==> config.mk <==
export PLATFORM = sky130hd
export DESIGN_NAME = fetch_queue
export DESIGN_NICKNAME = d
export VERILOG_FILES = /design/src/rtl/fetch_queue.sv
export SDC_FILE = /design/constraint.sdc
export NUM_CORES = 1
export LEC_CHECK = 0
export BUFFER_PORTS_ARGS = -buffer_cell sky130_fd_sc_hd__buf_2
export CORE_MARGIN = 5
export CORE_UTILIZATION = 52
export DETAILED_ROUTE_END_ITERATION = 12
export GPL_TIMING_DRIVEN = 1
export PLACE_DENSITY = 0.75
export SLEW_MARGIN = 5
export SYNTH_ARGS = -nofsm -noshare
export SYNTH_HDL_FRONTEND = slang
export SYNTH_SLANG_ARGS = --single-unit
export TNS_END_PERCENT = 1
==> constraint.sdc <==
create_clock -name clk -period 2.1 [get_ports clk]
set_clock_uncertainty 0.05 [all_clocks]
set_input_delay 0.315 -clock clk [delete_from_list [all_inputs] [get_ports clk]]
set_output_delay 0.315 -clock clk [all_outputs]
set_load 0.01 [all_outputs]
==> src/rtl/fetch_queue.sv <==
// -----------------------------------------------------------------------------
// fetch_queue
//   Instruction-fetch stage. It holds the PC register and drives the
//   instruction-memory address. A DEPTH-entry queue of {npc, instr} pairs sits
//   in front of decode. Decode pops the head through a valid/ready handshake.
//   A taken branch or jump (pcsrc) reloads the PC and flushes the queue.
//
// Ports
//   clk            in   clock; all state changes on the rising edge
//   reset          in   asynchronous, active-low reset
//   pcsrc          in   redirect request; highest priority
//   branch_target  in   redirect address; bits [1:0] are forced to zero
//   imem_addr      out  instruction-memory address (always equal to pc_out)
//   imem_rdata     in   combinational instruction read at imem_addr
//   pc_out         out  current fetch PC
//   ifid_valid     out  queue head holds an entry that decode may take
//   ifid_ready     in   decode accepts the head this cycle
//   ifid_instr     out  instruction at the queue head
//   ifid_npc       out  PC+PC_STEP of the head instruction
//   q_count        out  queue occupancy, 0..DEPTH
// -----------------------------------------------------------------------------
module fetch_queue #(
  parameter int                 ADDR_W   = 32,
  parameter int                 DATA_W   = 32,
  parameter int                 DEPTH    = 4,
  parameter logic [ADDR_W-1:0]  RESET_PC = '0,
  parameter int                 PC_STEP  = 4
) (
  input  logic                     clk,
  input  logic                     reset,
  input  logic                     pcsrc,
  input  logic [ADDR_W-1:0]        branch_target,
  output logic [ADDR_W-1:0]        imem_addr,
  input  logic [DATA_W-1:0]        imem_rdata,
  output logic [ADDR_W-1:0]        pc_out,
  output logic                     ifid_valid,
  input  logic                     ifid_ready,
  output logic [DATA_W-1:0]        ifid_instr,
  output logic [ADDR_W-1:0]        ifid_npc,
  output logic [$clog2(DEPTH):0]   q_count
);

  localparam int PTR_W = $clog2(DEPTH);
  localparam int CNT_W = PTR_W + 1;

  typedef struct packed {
    logic [ADDR_W-1:0] npc;
    logic [DATA_W-1:0] instr;
  } entry_t;

  entry_t            storage [DEPTH];
  logic [PTR_W-1:0]  rd_ptr;
  logic [PTR_W-1:0]  wr_ptr;
  logic [ADDR_W-1:0] pc;
  logic [CNT_W-1:0]  count;
  logic [ADDR_W-1:0] pc_next_seq;
  logic              full;
  logic              pop;
  logic              push;

  // The low two target bits only matter for alignment and are dropped.
  logic unused_target_lsbs;
  assign unused_target_lsbs = ^branch_target[1:0];

  assign pc_next_seq = pc + ADDR_W'(PC_STEP);
  assign full        = (count == CNT_W'(DEPTH));

  // No entry is offered during a redirect cycle. Its contents belong to the
  // path that is being abandoned.
  assign ifid_valid = (count != '0) && !pcsrc;
  assign pop        = ifid_valid && ifid_ready;
  // A full queue can still take a new entry when the head leaves in the same
  // cycle. This is what gives one instruction per cycle at full throughput.
  assign push       = !pcsrc && (!full || pop);

  assign pc_out     = pc;
  assign imem_addr  = pc;
  assign q_count    = count;
  assign ifid_instr = storage[rd_ptr].instr;
  assign ifid_npc   = storage[rd_ptr].npc;

  // NOTE: sequential state uses non-blocking assignments, so every register
  // samples the pre-edge values of the others regardless of statement order.
  always_ff @(posedge clk or negedge reset) begin
    if (!reset) begin
      pc     <= RESET_PC;
      count  <= '0;
      rd_ptr <= '0;
      wr_ptr <= '0;
    end else if (pcsrc) begin
      pc     <= {branch_target[ADDR_W-1:2], 2'b00};
      count  <= '0;
      rd_ptr <= '0;
      wr_ptr <= '0;
    end else begin
      if (push) begin
        pc     <= pc_next_seq;
        wr_ptr <= wr_ptr + PTR_W'(1);
      end
      if (pop) begin
        rd_ptr <= rd_ptr + PTR_W'(1);
      end
      case ({push, pop})
        2'b10:   count <= count + CNT_W'(1);
        2'b01:   count <= count - CNT_W'(1);
        default: count <= count;
      endcase
    end
  end

  // NOTE: the storage array is reset on purpose. The head outputs are read
  // straight from storage, so they must show zero while in reset instead of
  // stale data. This gives up the option of a reset-less RAM macro.
  always_ff @(posedge clk or negedge reset) begin
    if (!reset) begin
      for (int i = 0; i < DEPTH; i++) begin
        storage[i] <= '0;
      end
    end else if (push) begin
      storage[wr_ptr] <= '{npc: pc_next_seq, instr: imem_rdata};
    end
  end

endmodule

# Word-level counts from Yosys, hierarchy flattened
# Index checks and enable logic that the tools add are counted.
[word_totals]
regBits = 295
in_bits = 68
latch_bits = 0
mem_bits_ro = 0
mem_count = 0
ram_bits = 0
elab_cells = 50
output_inout_bits = 132
[op_classes]
n_addsub = 5
shifts = 0
n_eq_ne = 3
magnitude_cmp = 3
multipliers = 0
bitwise_logic = 2
n_div = 0
muxes = 14
reduce_logical = 11
[ops]
columns = ["op", "count"]
rows = [
  ["bitwise mux 256 bit", 1],
  ["two-way mux 64 bit", 3],
  ["binary-select mux 64 bit (select 2 bit)", 1],
  ["demux 64 bit (select 2 bit)", 1],
  ["two-way mux 32 bit", 2],
  ["adder 32 x 3 -> 32 bit (second input constant)", 1],
  ["two-way mux 2 bit", 4],
  ["greater-or-equal comparator 3 bit (second input constant)", 2],
  ["NOT 2 -> 3 bit", 2],
  ["one-hot mux 3 bit (2 select lines)", 1],
  ["nonzero test 3 bit", 2],
  ["adder 2 x 1 -> 2 bit (second input constant)", 2],
  ["logical AND 1 bit", 4],
  ["nonzero test 2 bit", 2],
  ["adder 3 x 1 -> 3 bit (second input constant)", 1],
  ["equality test 3 bit (second input constant)", 1],
  ["less-than comparator 3 x 1 -> 1 bit (second input constant)", 1],
  ["two-way mux 3 bit", 1],
  ["subtractor 3 x 1 -> 3 bit (second input constant)", 1],
  ["equality test 2 x 1 -> 1 bit (second input constant)", 1],
  ["equality test 2 bit (second input constant)", 1],
  ["zero test 1 bit", 2],
  ["logical OR 1 bit", 1],
]

# Logic depth before layout (Yosys ltp)
# Gate-level depths: netlist of run 1.
[logic_depth]
ltp_word = 8
mapped_depth = 9
mapped_depth_nobuf = 7

# Worst setup path before layout of run 1
# Ideal clock, no wire load.
[synth_timing]
path_kind = "reg-to-reg"
start = "register pc[3], in the netlist imem_addr[3]"
end = "register storage[126] in the netlist's numbering"
arrival_time_ns = 2.081
synth_period_minus_slack_ns = 2.262
setup_time_ns = 0.131
stages_incl_launch_ff = 9
n_path_buf = 2
required_ns = 1.919
setup_slack_ns = -0.162
path_cell_list = "dfrtp_1 > ha_1 > clkbuf_8 > nand3_1 > or4_4 > buf_6 > nor4_2 > xnor2_1 > o21ai_1"
[synth_between]
elab_chain_cells = 2
[synth_lines]
columns = ["element", "line", "text"]
rows = [
  ["from (decl)", "54", "logic [ADDR_W-1:0] pc;"],
  ["from (signal assigned)", "91", "pc <= {branch_target[ADDR_W-1:2], 2'b00};"],
  ["from (signal assigned)", "97", "pc <= pc_next_seq;"],
  ["adder 32 x 3 -> 32 bit", "65", "assign pc_next_seq = pc + ADDR_W'(PC_STEP);"],
  ["bitwise mux 256 bit", "120", "storage[wr_ptr] <= '{npc: pc_next_seq, instr: imem_rdata};"],
  ["to (signal, indexed assignment)", "120", ""],
  ["to (decl)", "51", "entry_t storage [DEPTH];"],
]
# No other way between the ends.
# A chain may end at the register's enable or synchronous reset.

# Worst setup path after layout of run 1
[layout_timing]
start = "register rd_ptr[0]"
end = "output port ifid_instr[19]"
[layout_between]
elab_chain_cells = 4
[layout_lines]
columns = ["element", "line", "text"]
rows = [
  ["from (decl)", "52", "logic [PTR_W-1:0] rd_ptr;"],
  ["from (signal assigned)", "101", "rd_ptr <= rd_ptr + PTR_W'(1);"],
  ["NOT 2 -> 3 bit (implied by the code)", "79", "assign ifid_instr = storage[rd_ptr].instr;"],
  ["binary-select mux 64 bit (select 2 bit)", "79", ""],
  ["two-way mux 64 bit (2 in a row)", "--", ""],
  ["to (decl)", "38", "output logic [DATA_W-1:0] ifid_instr,"],
]
# No other way between the ends. The select of a mux whose other input is x is not followed.

==> reports/results.tsv, run 1 <==
stage	metric	value	unit
floorplanning	die_area	28900	sq um
floorplanning	dieWidth	170	um
finish	fin_util	67.0	%
clock_network	cts_max_level	2	
timing	worst_slack	-0.232	ns
clock_network	clk_latency	0.50	ns
global_routing	grtUsageTotal	22.1	%
finish	drive_gt1_share	42.0	%
power_and_ir_drop	p_per_area	1280	nW/um^2
synthesis	synth_edf_count	0	
finish	multi_input_area	5770	sq um
timing	rsz0062_at_grt	yes	
route	final_antenna_net_count	0	
power_and_ir_drop	p_int	0.0151	W
route	detail_route.iter0.violations	525	
finish	syn_to_final_growth	26.7	%
timing	final_hold_viol_count	0	
timing	min_period_over_period	111	%
route	first_pass_iters	5	
floorplanning	core	25200	sq um
synthesis	synth_seq_cells	285	
clock_network	cts_buffer_depth	3	
timing	min_period	2.33	ns
clock_network	clkTransAtPathRegs	0.05	ns
finish	layout.nets	1404	
worst_setup_path	critPathMaxFanout	7	
worst_setup_path	cp-start-kind	register	
clock_network	cts-root-buf	clkbuf_16	
global_routing	grt_overflow	0	
power_and_ir_drop	p_comb_share	33.1	%
placement	dp_slack	-0.204	ns
placement	port_buffers	191	
synthesis	ys_types	41	
timing	max_freq	0.429	GHz
global_routing	grt_use_met1	29.5	%
worst_setup_path	worstSetupPathType	register to primary output	
power_and_ir_drop	pwr-share-clk	26.4	%
worst_setup_path	reg2reg_slack	-0.07	ns
floorplanning	fp-row-count	58	
timing	worst_pin_slew	0.582	ns
worst_setup_path	worst_ep_arrival_time	1.97	ns
synthesis	yosysSeqAreaShare	53.6	%
global_routing	grt_pass1_vias	9721	
synthesis	avgSynthCellArea	12.2	sq um
finish	final_common_cell	dfrtp_1	
power_and_ir_drop	peakVddDrop	0.000643	V
synthesis	async_flop_share	100	%
finish	final_cell_mix	dfrtp_1, buf_2, nand2_1	
timing	setup_viol	66	
clock_network	cts_buffers	34	
power_and_ir_drop	switching_share	30.0	%
worst_setup_path	critPathCaptureType	primary output	
placement	gp_congestion	0.837	
route	vias	9253	
status	status	finished with violations	
min_path	hold_class	primary input to register	
status	violations	setup timing	
synthesis	yosys_warnings	0	
global_routing	use_met2	37.9	%
synthesis	synthCells	1089	
global_routing	antenna_found_initial	0	
route	drt-vias-per-instance	5.50	
synthesis	synth_area	13300	sq um
clock_network	cts_tree	built	
power_and_ir_drop	power_frac_seq	40.5	%
power_and_ir_drop	switching_power	0.00646	W
finish	seqCellArea	7140	sq um
global_routing	grt_pass1_wl	51300	um
placement	dp_hpwl	20900	um
route	wirelength	31700	um
route	wl_per_cell	18.9	um
power_and_ir_drop	leakage	7.51	nW
finish	fill_cells	1812	
timing	slew_headroom	61.2	%
global_routing	grt_use_met3	4.18	%
synthesis	synthFlopType	dfrtp_1	
route	drc	0	
global_routing	grt_max_degree	73	
timing	drv_slew	0	
clock_network	cts_sinks	285	
floorplanning	io_pins	200	
placement	placedCellCount	1585	
run	max_cap_viol_count	0	
global_routing	top_usage_layer	met2	
finish	diodes	0	
finish	finalNonFillerCells	1681	
worst_setup_path	cp_data_required_time	1.74	ns
floorplanning	start_util	52.9	%
floorplanning	dieHeight	170	um
==> critical path, cell delays in order, from the launching register on <==
cell	delay (ns)
dfrtp_4	0.46
buf_12	0.15
buf_8	0.15
mux4_2	0.53
buf_2	0.16
==> synthesized netlist by cell type, types with 2 or more instances <==
cell type	n	share of area (%)
mux4_2	62	10
buf_6	3	0.25
buf_4	39	2.2
mux2i_1	2	0.15
and3_1	3	0.14
xnor2_1	34	2.2
or3_1	3	0.14
nor4_2	4	0.38
nand4_1	12	0.56
o21ai_1	17	0.64
buf_1	4	0.11
ha_1	7	0.66
dfrtp_1	285	54
nor2_1	20	0.56
clkbuf_8	2	0.21
a21oi_1	4	0.15
buf_2	21	0.79
mux2_2	132	11
xor2_1	27	1.8
nand3b_1	2	0.11
nand2_1	173	4.9
inv_1	8	0.23
clkbuf_2	2	0.075
nor4_1	8	0.38
nor3_1	11	0.41
nand3_1	22	0.83
o21ai_0	129	4.8
clkbuf_1	40	1.1
==> per-stage QoR <==
stage	total power (W)	setup TNS (ns)	hold slack [ns]	instance area (sq um)
6_report	0.0216	-11.88	0.0438	16900
3_5_place_dp	0.0153	-21.71	0.215	15100
5_1_grt	0.0228	-16.60	0.0369	16900
3_3_place_gp	0.0149	-14.89	0.216	15100
2_1_floorplan	0.0128	-1.32	-0.0306	13400
4_1_cts	0.0217	-14.00	0.0223	16700
==> worst paths after layout <==
path                                          from                        end  depth (start not counted)
setup reg to reg            q_count[1]$_DFFE_PN0P_  imem_addr[28]$_DFFE_PN0P_                          9
max in group asynchronous                    reset      rd_ptr[0]$_DFFE_PN0P_                          3
min in group asynchronous                    reset   storage[212]$_DFFE_PN0P_                          2
hold reg to reg            storage[98]$_DFFE_PN0P_    storage[98]$_DFFE_PN0P_                          2
hold / removal                       imem_rdata[4]   storage[132]$_DFFE_PN0P_                          2
setup / recovery             rd_ptr[0]$_DFFE_PN0P_             ifid_instr[19]                          4
==> power by group through the flow <==
stage,combinational (W),clock (W),sequential (W)
after global placement,0.00633,0,0.00862
final,0.00714,0.00569,0.00872
after CTS,0.00717,0.00581,0.00869
after global routing,0.00781,0.00604,0.00894
after floorplan,0.00442,0,0.00841
after detailed placement,0.00654,0,0.00881
==> state kept, by name, indices dropped and copies added (netlist names) <==
signal / count
rd_ptr: 2
imem_addr: 30
storage: 248
wr_ptr: 2
q_count: 3
==> layer usage <==
layer	vias up	wire, um
met5	-	0
met4	0	580
met3	39	1920
met2	268	15900
met1	4670	13300
li1	4276	-
==> layout make-up <==
type	instances	area share [%]
well taps	330	2.45
clock inverters	5	0.319
flip-flops and latches	285	42.3
multi-input cells	689	34.2
clock buffers	53	6.14
inverters	9	0.200
repair buffers	310	14.4
==> what timing repair did <==
action / in CTS / in global routing
setup buffers: 4 / 0
gates resized for setup: 30 / 29
endpoints found under the setup margin: 294 / 265
hold buffers: 31 / 0
hold endpoints to repair: 73 / 0
cloned: 3 / 0
pin swaps: 5 / 7
==> logic make-up (layout without fill, tap and decap cells) <==
group	count (synthesis)	in the layout	share of synthesized area, %
compound gates	150	150	5.64
xor+xnor	61	61	4.01
fa+ha+maj	7	7	0.658
buf+inv	120	377	5.02
flops	285	285	53.6
mux	196	196	21.8
other cells	1	6	0.0282
simple gates	269	269	9.28
Power figures use the tool's default switching activity.
==> inputs of run 2 (changes only) <==
- CORE_UTILIZATION: 52 -> 60
- PLACE_DENSITY: 0.75 -> 0.81
- clock period: 2.1 -> 2.7 ns (I/O delays scaled with it)
==> run 2 against run 1 <==
The run now ends clean. Largest power group unchanged. Combinational power down 32%. Sequential share of layout area up 3.7 points. Sequential power down 22%. First-iteration DRC count down 8.2%. Via count down 3.6%. Clock power down 27%. Final area down 8.1%. Critical path type is now register to register. Global-route usage up 1.2 points.
==> reports/results.tsv, run 2 (synthesized netlist as in run 1, its figures left out) <==
stage	metric	value	unit
power_and_ir_drop	pwr-share-clk	26.4	%
power_and_ir_drop	power_frac_seq	43.1	%
floorplanning	fp-row-count	54	
power_and_ir_drop	p_comb_share	30.5	%
timing	max_freq	0.389	GHz
worst_setup_path	critPathCaptureType	register	
power_and_ir_drop	switching_share	30.2	%
worst_setup_path	worstSetupPathType	register to register	
status	status	complete, no violations	
placement	port_buffers	191	
placement	placed_area	14500	sq um
timing	setup_viol	0	
finish	finalNonFillerCells	1546	
timing	drv_slew	0	
power_and_ir_drop	p_per_area	1020	nW/um^2
route	final_antenna_net_count	0	
clock_network	clkTransAtPathRegs	0.06	ns
worst_setup_path	reg2reg_to	storage[68]$_DFFE_PN0P_	
global_routing	grt_pass1_vias	9575	
finish	final_cell_mix	dfrtp_1, buf_2, nand2_1	
floorplanning	dieHeight	159	um
floorplanning	die_area	25300	sq um
worst_setup_path	worst_ep_arrival_time	2.93	ns
power_and_ir_drop	peakVddDrop	0.000435	V
global_routing	grt_overflow	0	
timing	final_hold_viol_count	0	
finish	fin_area	15500	sq um
placement	gp_congestion	0.805	
timing	tns	0	ns
finish	final_common_cell	dfrtp_1	
route	drc	0	
floorplanning	dieWidth	159	um
clock_network	cts_buffer_depth	3	
worst_setup_path	cp-start-kind	register	
clock_network	cts_sinks	285	
timing	min_period	2.57	ns
clock_network	clk_latency	0.54	ns
route	detail_route.iter0.violations	482	
finish	regMostFlops	storage	
worst_setup_path	reg2reg_slack	0.13	ns
finish	drive_gt1_share	38.3	%
route	first_pass_iters	5	
global_routing	antenna_found_initial	1	
finish	diodes	0	
worst_setup_path	cp_data_required_time	3.06	ns
clock_network	cts_max_level	1	
finish	largest_reg_flops	248	
clock_network	cts_resized	0	
worst_setup_path	ff2ff_path_depth	7	
placement	dp_hpwl	19500	um
worst_setup_path	reg2reg_from	q_count[0]$_DFFE_PN0P_	
power_and_ir_drop	p_int	0.0110	W
clock_network	cts_buffers	30	
timing	worst_pin_slew	0.718	ns
power_and_ir_drop	switching_power	0.00479	W
clock_network	cts_tree	built	
worst_setup_path	critPathMaxFanout	21	
worst_setup_path	critPathCapture	storage[68]$_DFFE_PN0P_	
global_routing	grt_max_degree	69	
finish	layout.nets	1317	
power_and_ir_drop	leakage	6.89	nW
run	max_cap_viol_count	0	
worst_setup_path	crit_start	q_count[0]$_DFFE_PN0P_	
finish	syn_to_final_growth	16.4	%
global_routing	grt_pass1_wl	49400	um
route	vias	8916	
route	wirelength	29500	um
timing	rsz0062_at_grt	no	
route	drt-vias-per-instance	5.77	
floorplanning	io_pins	200	
placement	placedCellCount	1487	
floorplanning	core	21800	sq um
timing	min_period_over_period	95.2	%
floorplanning	start_util	61.0	%
clock_network	cts-root-buf	clkbuf_16	
global_routing	grtUsageTotal	23.3	%
route	wl_per_cell	19.1	um
timing	slew_headroom	51.9	%
min_path	hold_class	primary input to register	
-- run 2: how the worst min path moves through the flow --
| stage | endpoint | slack [ns] | depth (start not counted) | start |
|---|---|---|---|---|
| global placement | storage[217]$_DFFE_PN0P_ | 0.34 | 1 | reset |
| finish | imem_addr[7]$_DFFE_PN0P_ | 0.02 | 3 | branch_target[7] |
| floorplan | imem_addr[10]$_DFFE_PN0P_ | 0.06 | 0 | reset |
| global route | imem_addr[31]$_DFFE_PN0P_ | 0.01 | 3 | branch_target[31] |
| detailed placement | storage[25]$_DFFE_PN0P_ | 0.35 | 1 | reset |
| CTS | imem_addr[15]$_DFFE_PN0P_ | 0.004 | 3 | branch_target[15] |
-- run 2: power groups by stage --
stage | Clock [W] | Combinational (W) | Sequential (W)
after detailed placement | 0 | 0.00482 | 0.00690
final | 0.00418 | 0.00482 | 0.00683
after CTS | 0.00427 | 0.00492 | 0.00682
after global routing | 0.00444 | 0.00532 | 0.00701
after global placement | 0 | 0.00465 | 0.00676
after floorplan | 0 | 0.00343 | 0.00654
-- run 2: timing repair --
item,4_1_cts,5_1_grt
hold endpoints to repair,59,0
endpoints found under the setup margin,5,0
hold buffers,1,0
buffers inserted,2,0
-- run 2: per-layer routing --
| layer | GRT usage (%) | vias to the layer above | share of wire [%] |
|---|---|---|---|
| li1 | - | 4105 | - |
| met1 | 32.1 | 4477 | 42 |
| met2 | 39.5 | 297 | 50 |
| met3 | 4.69 | 35 | 6.6 |
| met4 | 4.42 | 2 | 1.2 |
| met5 | 0 | - | 0.024 |
-- run 2: cell type report --
| type | count | area, sq um |
|---|---|---|
| well taps | 280 | 350 |
| repair buffers | 227 | 1390 |
| multi-input cells | 689 | 5570 |
| clock buffers | 47 | 896 |
| clock inverters | 9 | 123 |
| flip-flops and latches | 285 | 7140 |
| inverters | 9 | 33.8 |
| fillers | 1525 | 6330 |
-- run 2: per-stage QoR --
stage / hold slack, ns / worst slack [ns] / power, W / utilization [%]
floorplan: 0.0594 / 0.438 / 0.00997 / -
global placement: 0.341 / 0.193 / 0.0114 / 66.2
detailed placement: 0.348 / 0.144 / 0.0117 / 66.2
CTS: 0.00407 / 0.113 / 0.0160 / 71.0
global route: 0.0145 / 0.00733 / 0.0168 / 71.0
finish: 0.0216 / 0.129 / 0.0158 / 71.0
-- run 2: worst max-delay path, stage by stage, from the launching register on --
cell and delay (ns):
dfrtp_1 0.40, inv_1 0.06, ha_1 0.20, and3b_1 0.22, nor2_1 0.56, nand2_4 0.32
buf_4 0.32, mux2_2 0.29
==> inputs of run 3 (changes only) <==
- PLACE_DENSITY: 0.81 -> 0.95
==> run 3 against run 2 <==
Sequential cell count is the same. Wire length grew 6.2%. Hold slack improved by 0.0035 ns. Critical path depth fell by 4. Clock power fell by 6.5%. Highest routed layer is now met4. Total power down 0.98%. Largest cell class unchanged.
==> reports/results.tsv, run 3 (synthesized netlist as in run 1, its figures left out) <==
stage	metric	value	unit
worst_setup_path	worstSetupPathType	register to primary output	
power_and_ir_drop	leakage	6.86	nW
worst_setup_path	path_delay_family	multiplexers	
clock_network	cts_tree	built	
worst_setup_path	ff2ff_path_depth	8	
floorplanning	dieWidth	159	um
clock_network	cts_buffer_depth	3	
timing	final_hold_viol_count	0	
finish	fin_util	70.6	%
worst_setup_path	crit_cells	3	
route	first_pass_iters	5	
clock_network	clkTransAtPathRegs	0.06	ns
worst_setup_path	cp_data_required_time	2.25	ns
global_routing	grt_pass1_vias	10100	
finish	drive_gt1_share	38.5	%
status	status	complete, no violations	
global_routing	grt_overflow	0	
route	detail_route.iter0.violations	737	
timing	min_period_over_period	94.9	%
timing	drv_slew	0	
finish	layout.nets	1313	
placement	dp_slack	-0.0121	ns
power_and_ir_drop	pwr-share-clk	24.9	%
worst_setup_path	crit_chain	buf_12 -> mux4_2 -> buf_2	
clock_network	cts_max_level	1	
placement	dp_hpwl	20900	um
route	final_antenna_net_count	0	
worst_setup_path	reg2reg_to	storage[184]$_DFFE_PN0P_	
timing	worst_pin_slew	0.709	ns
worst_setup_path	reg2reg_slack	0.24	ns
power_and_ir_drop	peakVddDrop	0.000538	V
timing	min_period	2.56	ns
finish	regMostFlops	storage	
finish	syn_to_final_growth	15.7	%
clock_network	cts_buffers	29	
finish	final_common_cell	dfrtp_1	
power_and_ir_drop	p_int	0.0107	W
clock_network	cts-root-buf	clkbuf_16	
route	drc	0	
floorplanning	core	21800	sq um
timing	worst_slack	0.137	ns
power_and_ir_drop	switching_power	0.00494	W
worst_setup_path	critPathBufInv	2	
route	drt-vias-per-instance	6.06	
worst_setup_path	slowest_delay	0.59	ns
floorplanning	die_area	25300	sq um
global_routing	grt_pass1_wl	52000	um
worst_setup_path	critPathMaxFanout	39	
run	max_cap_viol_count	0	
worst_setup_path	reg2reg_from	q_count[0]$_DFFE_PN0P_	
route	vias	9331	
worst_setup_path	critPathCaptureType	primary output	
worst_setup_path	worst_ep_arrival_time	2.11	ns
min_path	hold_class	primary input to register	
finish	final_cell_mix	dfrtp_1, buf_2, nand2_1	
timing	max_freq	0.390	GHz
global_routing	grt_max_degree	95	
timing	setup_viol	0	
timing	slew_headroom	52.7	%
global_routing	antenna_found_initial	0	
worst_setup_path	cp-start-kind	register	
clock_network	cts_sinks	285	
finish	largest_reg_flops	248	
finish	diodes	0	
power_and_ir_drop	p_comb_share	31.3	%
worst_setup_path	crit_slowest_cell	mux4_2	
floorplanning	dieHeight	159	um
floorplanning	start_util	61.0	%
clock_network	clk_latency	0.54	ns
power_and_ir_drop	total_power	0.0157	W
power_and_ir_drop	switching_share	31.5	%
clock_network	post_cts_buffers	0	
placement	port_buffers	191	
global_routing	grtUsageTotal	24.7	%
route	wl_per_cell	20.3	um
power_and_ir_drop	p_per_area	1020	nW/um^2
placement	gp_congestion	0.849	
worst_setup_path	crit_start	rd_ptr[0]$_DFFE_PN0P_	
power_and_ir_drop	power_frac_seq	43.8	%
floorplanning	fp-row-count	54	
timing	rsz0062_at_grt	no	
finish	finalNonFillerCells	1541	
route	wirelength	31400	um
worst_setup_path	critPathCapture	ifid_npc[14]	
placement	placedCellCount	1486	
floorplanning	io_pins	200	
==> run 3: cell type report <==
cell class | count | area, sq um
clock buffers | 41 | 841
clock inverters | 13 | 104
fillers | 1408 | 6420
inverters | 9 | 33.8
multi-input cells | 689 | 5570
flip-flops and latches | 285 | 7140
well taps | 280 | 350
repair buffers | 224 | 1370
==> run 3: power groups by stage <==
stage               logic (W)  clock network (W)  registers [W]
detailed placement    0.00492                  0        0.00689
CTS                   0.00497            0.00398        0.00684
global placement      0.00468                  0        0.00670
floorplan             0.00343                  0        0.00654
finish                0.00490            0.00391        0.00687
global route          0.00536            0.00417        0.00704
==> run 3: how the worst min path moves through the flow <==
stage / start / to / cells after the start
2_1_floorplan: reset / imem_addr[10]$_DFFE_PN0P_ / 0
4_1_cts: branch_target[13] / imem_addr[13]$_DFFE_PN0P_ / 3
5_1_grt: branch_target[3] / imem_addr[3]$_DFFE_PN0P_ / 3
3_5_place_dp: reset / storage[148]$_DFFE_PN0P_ / 1
3_3_place_gp: storage[167]$_DFFE_PN0P_ / storage[167]$_DFFE_PN0P_ / 2
6_report: branch_target[14] / imem_addr[14]$_DFFE_PN0P_ / 3
==> run 3: timing repair <==
action | 4_1_cts | 5_1_grt
hold buffers | 1 | 0
gates resized for setup | 1 | 0
endpoints found under the hold margin | 88 | 0
endpoints found under the setup margin | 16 | 0
==> run 3: per-layer routing <==
| layer | routed length, um | track usage, % | part of all wire, % | vias up |
|---|---|---|---|---|
| met5 | 0 | 0 | 0 | - |
| met3 | 2280 | 4.53 | 7.3 | 78 |
| met2 | 15600 | 41.0 | 50 | 447 |
| li1 | - | - | - | 4100 |
| met1 | 12700 | 33.7 | 40 | 4706 |
| met4 | 804 | 7.52 | 2.6 | 0 |
==> run 3: metrics by stage <==
stage	hold slack (ns)	area [sq um]	TNS (ns)
after detailed placement	0.417	14400	-0.0121
final	0.0252	15400	0
after floorplan	0.0594	13300	0
after CTS	0.00205	15400	0
after global placement	0.406	14400	0
after global routing	0.0148	15400	0
==> run 3: worst reg2reg max path, cell delays in order, from the launching register on <==
cell	delay [ns]
dfrtp_1	0.42
inv_1	0.06
ha_1	0.26
and3b_1	0.23
nor2_2	0.42
nand2_4	0.30
buf_4	0.35
nand2_1	0.14
o21ai_0	0.09
